File: src/rtl/mem_arbiter.sv
// mem_arbiter: shares one single-port word memory between fetch and data.
// Data has fixed priority; a starvation counter guarantees fetch progress.
module mem_arbiter #(
    parameter int ADDR_WIDTH   = 8,
    parameter int DATA_WIDTH   = 32,
    parameter int STARVE_LIMIT = 4
) (
    input  logic                  clk,
    input  logic                  resetn,
    input  logic                  ifetch_req,
    input  logic [ADDR_WIDTH-1:0] ifetch_addr,
    output logic                  ifetch_ready,
    output logic                  ifetch_rvalid,
    output logic [DATA_WIDTH-1:0] ifetch_rdata,
    input  logic                  data_req,
    input  logic                  data_we,
    input  logic [ADDR_WIDTH-1:0] data_addr,
    input  logic [DATA_WIDTH-1:0] data_wdata,
    input  logic [3:0]            data_wmask,
    output logic                  data_ready,
    output logic                  data_rvalid,
    output logic [DATA_WIDTH-1:0] data_rdata,
    output logic                  mem_en,
    output logic [3:0]            mem_we,
    output logic [ADDR_WIDTH-1:0] mem_addr,
    output logic [DATA_WIDTH-1:0] mem_wdata,
    input  logic [DATA_WIDTH-1:0] mem_rdata
);

    typedef enum logic {IDLE, RESP} state_t;
    typedef enum logic [1:0] {OWN_NONE, OWN_FETCH, OWN_DATA} owner_t;

    localparam logic [3:0] LIMIT = 4'(STARVE_LIMIT);

    state_t     state_q, state_d;
    owner_t     owner_q, owner_d;
    logic [3:0] starve_q, starve_d;
    logic       data_win;
    logic       fetch_win;

    // Winner pick: data first unless fetch has waited LIMIT data grants.
    always_comb begin
        data_win  = data_req && ((starve_q < LIMIT) || !ifetch_req);
        fetch_win = ifetch_req && !data_win;
    end

    // Starvation counter: counts data grants that overtook a waiting fetch.
    always_comb begin
        starve_d = starve_q;
        if (!ifetch_req) begin
            starve_d = '0;
        end else if (state_q == IDLE && fetch_win) begin
            starve_d = '0;
        end else if (state_q == IDLE && data_win && starve_q < LIMIT) begin
            starve_d = starve_q + 4'd1;
        end
    end

    // Grant/response sequencing and all master/memory outputs.
    // Outputs are forced quiet while resetn is low, even with requests up.
    always_comb begin
        state_d       = state_q;
        owner_d       = owner_q;
        ifetch_ready  = 1'b0;
        ifetch_rvalid = 1'b0;
        ifetch_rdata  = '0;
        data_ready    = 1'b0;
        data_rvalid   = 1'b0;
        data_rdata    = '0;
        mem_en        = 1'b0;
        mem_we        = 4'b0000;
        mem_addr      = '0;
        mem_wdata     = '0;
        if (resetn) begin
            unique case (state_q)
                IDLE: begin
                    if (data_win) begin
                        data_ready = 1'b1;
                        mem_en     = 1'b1;
                        mem_addr   = data_addr;
                        mem_wdata  = data_wdata;
                        if (data_we) begin
                            mem_we = data_wmask;
                        end else begin
                            state_d = RESP;
                            owner_d = OWN_DATA;
                        end
                    end else if (fetch_win) begin
                        ifetch_ready = 1'b1;
                        mem_en       = 1'b1;
                        mem_addr     = ifetch_addr;
                        mem_wdata    = data_wdata;
                        state_d      = RESP;
                        owner_d      = OWN_FETCH;
                    end
                end
                RESP: begin
                    state_d = IDLE;
                    owner_d = OWN_NONE;
                    if (owner_q == OWN_FETCH) begin
                        ifetch_rvalid = 1'b1;
                        ifetch_rdata  = mem_rdata;
                    end
                    if (owner_q == OWN_DATA) begin
                        data_rvalid = 1'b1;
                        data_rdata  = mem_rdata;
                    end
                end
            endcase
        end
    end

    // State, owner and starvation registers.
    always_ff @(posedge clk or negedge resetn) begin
        if (!resetn) begin
            state_q  <= IDLE;
            owner_q  <= OWN_NONE;
            starve_q <= '0;
        end else begin
            state_q  <= state_d;
            owner_q  <= owner_d;
            starve_q <= starve_d;
        end
    end

endmodule
File: config.mk
export PLATFORM = sky130hd
export DESIGN_NAME = mem_arbiter
export DESIGN_NICKNAME = d
export VERILOG_FILES = /design/src/rtl/mem_arbiter.sv
export SDC_FILE = /design/constraint.sdc
export NUM_CORES = 1
export LEC_CHECK = 0
export BUFFER_PORTS_ARGS = -buffer_cell sky130_fd_sc_hd__buf_2
export CORE_AREA = 2 2 79 81
export CTS_CLUSTER_DIAMETER = 100
export DETAILED_ROUTE_END_ITERATION = 8
export DIE_AREA = 0 0 81 83
export HOLD_SLACK_MARGIN = 0.1
export SYNTH_ARGS = -nofsm -noshare
export SYNTH_HDL_FRONTEND = slang
export SYNTH_SLANG_ARGS = --single-unit
export TNS_END_PERCENT = 5
File: constraint.sdc
create_clock -name clk -period 1.88 [get_ports clk]
set_clock_uncertainty 0.2 [all_clocks]
set_input_delay 0.376 -clock clk [delete_from_list [all_inputs] [get_ports clk]]
set_output_delay 0.376 -clock clk [all_outputs]
set_load 0.02 [all_outputs]
==> flow_summary.json, run 1 <==
{
  "syn_area_um2": 1140,
  "first_iter_violations": 47,
  "hold_class": "flip-flop to flip-flop",
  "clock-sinks": 7,
  "p_leak_nw": 1.76,
  "yosysSeqAreaShare_pct": 15.4,
  "netlist.area_leader.share_pct": 52.7,
  "yosys_warnings": 0,
  "wl_per_cell_um": 13.3,
  "antenna_cells": 0,
  "io_pins": 202,
  "placedCellCount": 435,
  "rsz0062_at_grt": "yes",
  "viasPerCell": 4.25,
  "vias": 1899,
  "critPathMaxFanout": 5,
  "hold_viol_final": 0,
  "root_buffer": "clkbuf_8",
  "synth_edf_count": 0,
  "finalSetupViolCount": 111,
  "utilization_pct": 54.8,
  "ys_ff_latch": 7,
  "die_height_um": 83,
  "cts_buffers": 3,
  "maxCapViolations": 0,
  "grt_max_degree": 34,
  "critPathSlowestCell": "or3b_4",
  "setup_slack_ns": -0.280,
  "area_growth_pct": 180,
  "row_count": 28,
  "clock.fmax_mhz": 463,
  "cts_max_level": 1,
  "yosys.area.top_type": "and2_1",
  "fin_setup_tns_ns": -14.64,
  "first_pass_iters": 4,
  "relSlewSlack_pct": 84.0,
  "start_util_pct": 19.6,
  "grt_pass1_wl_um": 8450,
  "cts_max_path_buffers": 2,
  "synth_area_leaders": "and2_1, dfrtp_1, a22o_1",
  "dpl_cell_area_um2": 2400,
  "io_buffer_count": 201,
  "syn_avg_cell_area_um2": 7.21,
  "core_um2": 5820,
  "min_period_ns": 2.16,
  "track_usage_pct": 15.4,
  "antenna_found_initial": 0,
  "max_stage_delay_ns": 0.41,
  "cp_top_family": "simple AND/OR/NAND/NOR gates",
  "crit_path_cell_trace": "or3b_4 > and3_4 > a22o_4 > buf_6",
  "pwr_density_cell_nw_per_um2": 356,
  "finalMaxSlewViolations": 0,
  "final_common_cell": "buf_2",
  "period_share_pct": 115,
  "num-nets-final": 463,
  "overflow": 0,
  "critical_path_buf_inv_count": 1,
  "design_area_um2": 3190,
  "synthDistinctLibCells": 23,
  "synthCells": 158,
  "die_area_um2": 6720,
  "layout-drive-gt1-share_pct": 72.0,
  "outcome": "complete, but fails checks",
  "required_ns": 1.30,
  "synth_fp_nets": 248,
  "ys.flop_type": "dfrtp_1",
  "final_cell_mix": "buf_2, buf_6, and2_1",
  "end_kind": "output port",
  "place_congestion": 0.776,
  "clk_pin_slew_ns": 0.04,
  "clk_latency_ns": 0.22,
  "violations": "negative setup slack",
  "first_global_vias": 1771,
  "async_flop_share_pct": 100,
  "drc_errors": 0,
  "ff2ff_setup_slack_ns": 0.05,
  "dp_hpwl_um": 4290,
  "cts_tree": "done",
  "worstSetupStartpointType": "flip-flop",
  "vdd_ir_drop_max_uv": 323,
  "antenna_left": 0,
  "path_class": "flip-flop to output port",
  "worstPathArrival_ns": 1.58,
  "worst_pin_slew_ns": 0.239,
  "fin_cells": 447,
  "die_x_um": 81,
  "routed_wl_um": 5940
}
[state kept, by name, summed over array words and instances, names as in the netlist]
| signal | count |
|---|---|
| starve_q | 4 |
| owner_q | 2 |
| state_q | 1 |
[cells in the mapped netlist (2+ instances only)]
library cell and n:
buf_2 5, dfrtp_1 7, and2_1 96, nor2b_1 4
a22o_1 8, nand3_1 3, and3_1 6, o21ai_0 4
nand2_1 3, nor3b_2 2, a211o_1 2, a21oi_1 2
clkbuf_1 6
[report_power, final]
part	switching (W)	internal (W)	leakage, nW
Clock	0.0000595	0.000146	0.0228
Combinational	0.000342	0.000397	1.65
Sequential	0.0000217	0.000168	0.0909
[layer usage]
layer | vias to the layer above | share of wire (%) | track usage (%)
met3 | 2 | 7.3 | 2.61
met4 | 0 | 0.44 | 2.16
met1 | 871 | 37 | 16.2
met2 | 84 | 56 | 31.2
li1 | 942 | - | -
met5 | - | 0 | 0
[per-stage QoR]
stage	hold WS (ns)	total power, W	worst slack, ns
6_report	0.326	0.00114	-0.280
5_1_grt	0.401	0.00120	-0.317
4_1_cts	0.332	0.00108	-0.305
3_5_place_dp	0.110	0.000747	-0.164
3_3_place_gp	0.119	0.000741	-0.130
2_1_floorplan	-0.120	0.000503	-0.0470
[worst register-to-register path: stages, from the launching register on]
cell and delay (ns):
dfrtp_1 0.38, or3b_4 0.41, and3_4 0.21, buf_6 0.12, buf_4 0.13, a211o_1 0.26
[timing repair]
item	4_1_cts	5_1_grt
pin swaps	5	17
setup endpoints to repair	113	114
buffers inserted	1	3
gates cloned	2	1
hold endpoints to repair	7	0
resized for setup	166	55
hold buffers	1	0
[logic make-up (layout without fill, tap and decap cells)]
| family | after synthesis | in the layout | synth area share [%] |
|---|---|---|---|
| AOI/OAI and AO/OA | 18 | 18 | 11.6 |
| adders and majority gates | 1 | 1 | 1.10 |
| buffers and inverters | 14 | 226 | 5.93 |
| DFF | 7 | 7 | 15.4 |
| and+or+nand+nor | 118 | 120 | 65.9 |
[cell type report]
type | instances | area (um2)
Clock buffer | 4 | 45.0
Fill cell | 518 | 2630
Inverter | 1 | 3.75
Multi-Input combinational cell | 139 | 1090
Sequential cell | 7 | 176
Tap cell | 75 | 93.8
Timing Repair Buffer | 221 | 1780
[final timing paths]
check | startpoint | to | cells past startpoint
worst min-delay path | starve_q[1] | starve_q[1] | 2
min in group asynchronous | resetn | starve_q[3] | 3
worst max register to register | starve_q[2] | owner_q[0] | 5
max in group asynchronous | resetn | starve_q[1] | 3
worst max-delay path | starve_q[2] | mem_addr[0] | 4
worst min register to register | starve_q[1] | starve_q[1] | 2
(Power assumes the default switching activity.)
==> run 2: changes to the inputs <==
--- a/config.mk
+++ b/config.mk
@@ -5,11 +5,12 @@
 export SDC_FILE = /design/constraint.sdc
 export NUM_CORES = 1
 export LEC_CHECK = 0
-export BUFFER_PORTS_ARGS = -buffer_cell sky130_fd_sc_hd__buf_2
-export CORE_AREA = 2 2 79 81
+export CORE_AREA = 2 2 78 80
 export CTS_CLUSTER_DIAMETER = 100
 export DETAILED_ROUTE_END_ITERATION = 8
-export DIE_AREA = 0 0 81 83
+export DIE_AREA = 0 0 80 82
+export DONT_BUFFER_PORTS = 1
+export GPL_TIMING_DRIVEN = 0
 export HOLD_SLACK_MARGIN = 0.1
 export SYNTH_ARGS = -nofsm -noshare
 export SYNTH_HDL_FRONTEND = slang
==> flow_summary.json, run 2 (synthesis results as in run 1) <==
{
  "worst_pin_slew_ns": 0.381,
  "cts_max_path_buffers": 2,
  "relSlewSlack_pct": 74.5,
  "vdd_ir_drop_max_uv": 182,
  "routed_wl_um": 4470,
  "cts_buffers": 3,
  "worstPathArrival_ns": 1.60,
  "final_common_cell": "and2_4",
  "hold_viol_final": 0,
  "setup_slack_ns": -0.299,
  "clk_latency_ns": 0.23,
  "root_buffer": "clkbuf_8",
  "place_ws_ns": -0.342,
  "vias": 1163,
  "first_iter_violations": 32,
  "wl_per_cell_um": 18.2,
  "start_util_pct": 19.8,
  "die_area_um2": 6560,
  "cp-startpoint": "starve_q[3]",
  "drc_errors": 0,
  "clock.fmax_mhz": 459,
  "min_period_ns": 2.18,
  "clk_pin_slew_ns": 0.04,
  "core_um2": 5750,
  "regMostFlops": "starve_q",
  "cts_max_level": 1,
  "hold_class": "input port to flip-flop",
  "rsz0062_at_grt": "yes",
  "grt_max_degree": 11,
  "maxCapViolations": 0,
  "min_from": "resetn",
  "cts_tree": "done",
  "end_kind": "output port",
  "critPathSlowestCell": "or3b_4",
  "finalSetupViolCount": 108,
  "finalMaxSlewViolations": 0,
  "first_pass_iters": 4,
  "num-nets-final": 262,
  "worstSetupStartpointType": "flip-flop",
  "r2r-start": "starve_q[3]",
  "final_cell_mix": "and2_4, and2_2, a22o_4",
  "die_x_um": 80,
  "crit_path_cell_trace": "or3b_4 > and3_4 > buf_12 > a22o_4",
  "layout-drive-gt1-share_pct": 81.9,
  "top_regs": "starve_q (4), owner_q (2), state_q (1)",
  "power_w": 0.000913,
  "largest_reg_flops": 4,
  "antenna_found_initial": 0,
  "outcome": "complete, but fails checks",
  "critPathMaxFanout": 10,
  "dp_hpwl_um": 3380,
  "antenna_left": 0,
  "die_height_um": 82,
  "place_congestion": 0.828,
  "io_buffer_count": 0,
  "row_count": 28,
  "clock-sinks": 7,
  "required_ns": 1.30,
  "overflow": 0,
  "antenna_cells": 0,
  "max_stage_delay_ns": 0.40,
  "pwr_density_cell_nw_per_um2": 493,
  "path_class": "flip-flop to output port",
  "violations": "negative setup slack",
  "grt_pass1_wl_um": 5590,
  "p_leak_nw": 0.875,
  "ff2ff_setup_slack_ns": 0.22,
  "first_global_vias": 1018,
  "io_pins": 202,
  "viasPerCell": 4.73,
  "area_growth_pct": 62.9,
  "track_usage_pct": 11.2,
  "period_share_pct": 116
}
-- run 2: what timing repair did --
action	CTS	global route
endpoints found under the hold margin	8	0
hold buffers	1	0
setup buffers	6	0
resized for setup	213	15
gates cloned	2	0
pin swaps	79	8
endpoints found under the setup margin	113	111
-- run 2: metal layers --
layer	vias to the layer above	part of all wire, %	track usage (%)
met5	-	0	0
met4	0	0.99	4.07
met3	5	8.4	2.75
met2	75	52	18.3
met1	548	38	14.4
li1	535	-	-
-- run 2: report_power, final --
part	internal [W]	total, W	switching (W)
clock network	0.000147	0.000217	0.0000697
logic	0.000238	0.000512	0.000273
registers	0.000168	0.000185	0.0000173
-- run 2: worst max-delay path: cells and delay by family, from the launching register on --
kind / cells / cell delay (ns)
AND/OR/NAND/NOR: 2 / 0.60
flip-flops: 1 / 0.37
buffers and inverters: 1 / 0.15
AO/OA/AOI/OAI: 1 / 0.25
-- run 2: per-stage QoR --
stage	std cells	setup TNS, ns	cell area (um2)	util, %	hold WS, ns
floorplan	158	-0.961	1240	-	-0.120
global placement	233	-23.03	1330	23.2	-0.119
detailed placement	233	-25.33	1330	23.2	-0.119
CTS	246	-14.65	1830	31.9	0.116
global route	246	-18.40	1850	32.3	0.130
finish	246	-11.42	1850	32.3	0.122
-- run 2: area by class of cell --
| class | count | area (um2) |
|---|---|---|
| fill | 613 | 3890 |
| tap | 75 | 93.8 |
| timing repair buffer | 9 | 97.6 |
| inverter | 1 | 3.75 |
| buffer | 13 | 184 |
| multi-input combinational | 137 | 1250 |
| sequential | 7 | 175 |
| clock buffer | 4 | 45.0 |
-- run 2: worst paths after layout --
check,end,cells past startpoint
max in group asynchronous,state_q,1
worst max register to register,state_q,4
worst min-delay path,owner_q[0],2
min in group asynchronous,starve_q[1],1
worst min register to register,starve_q[2],2
worst max-delay path,mem_addr[5],4
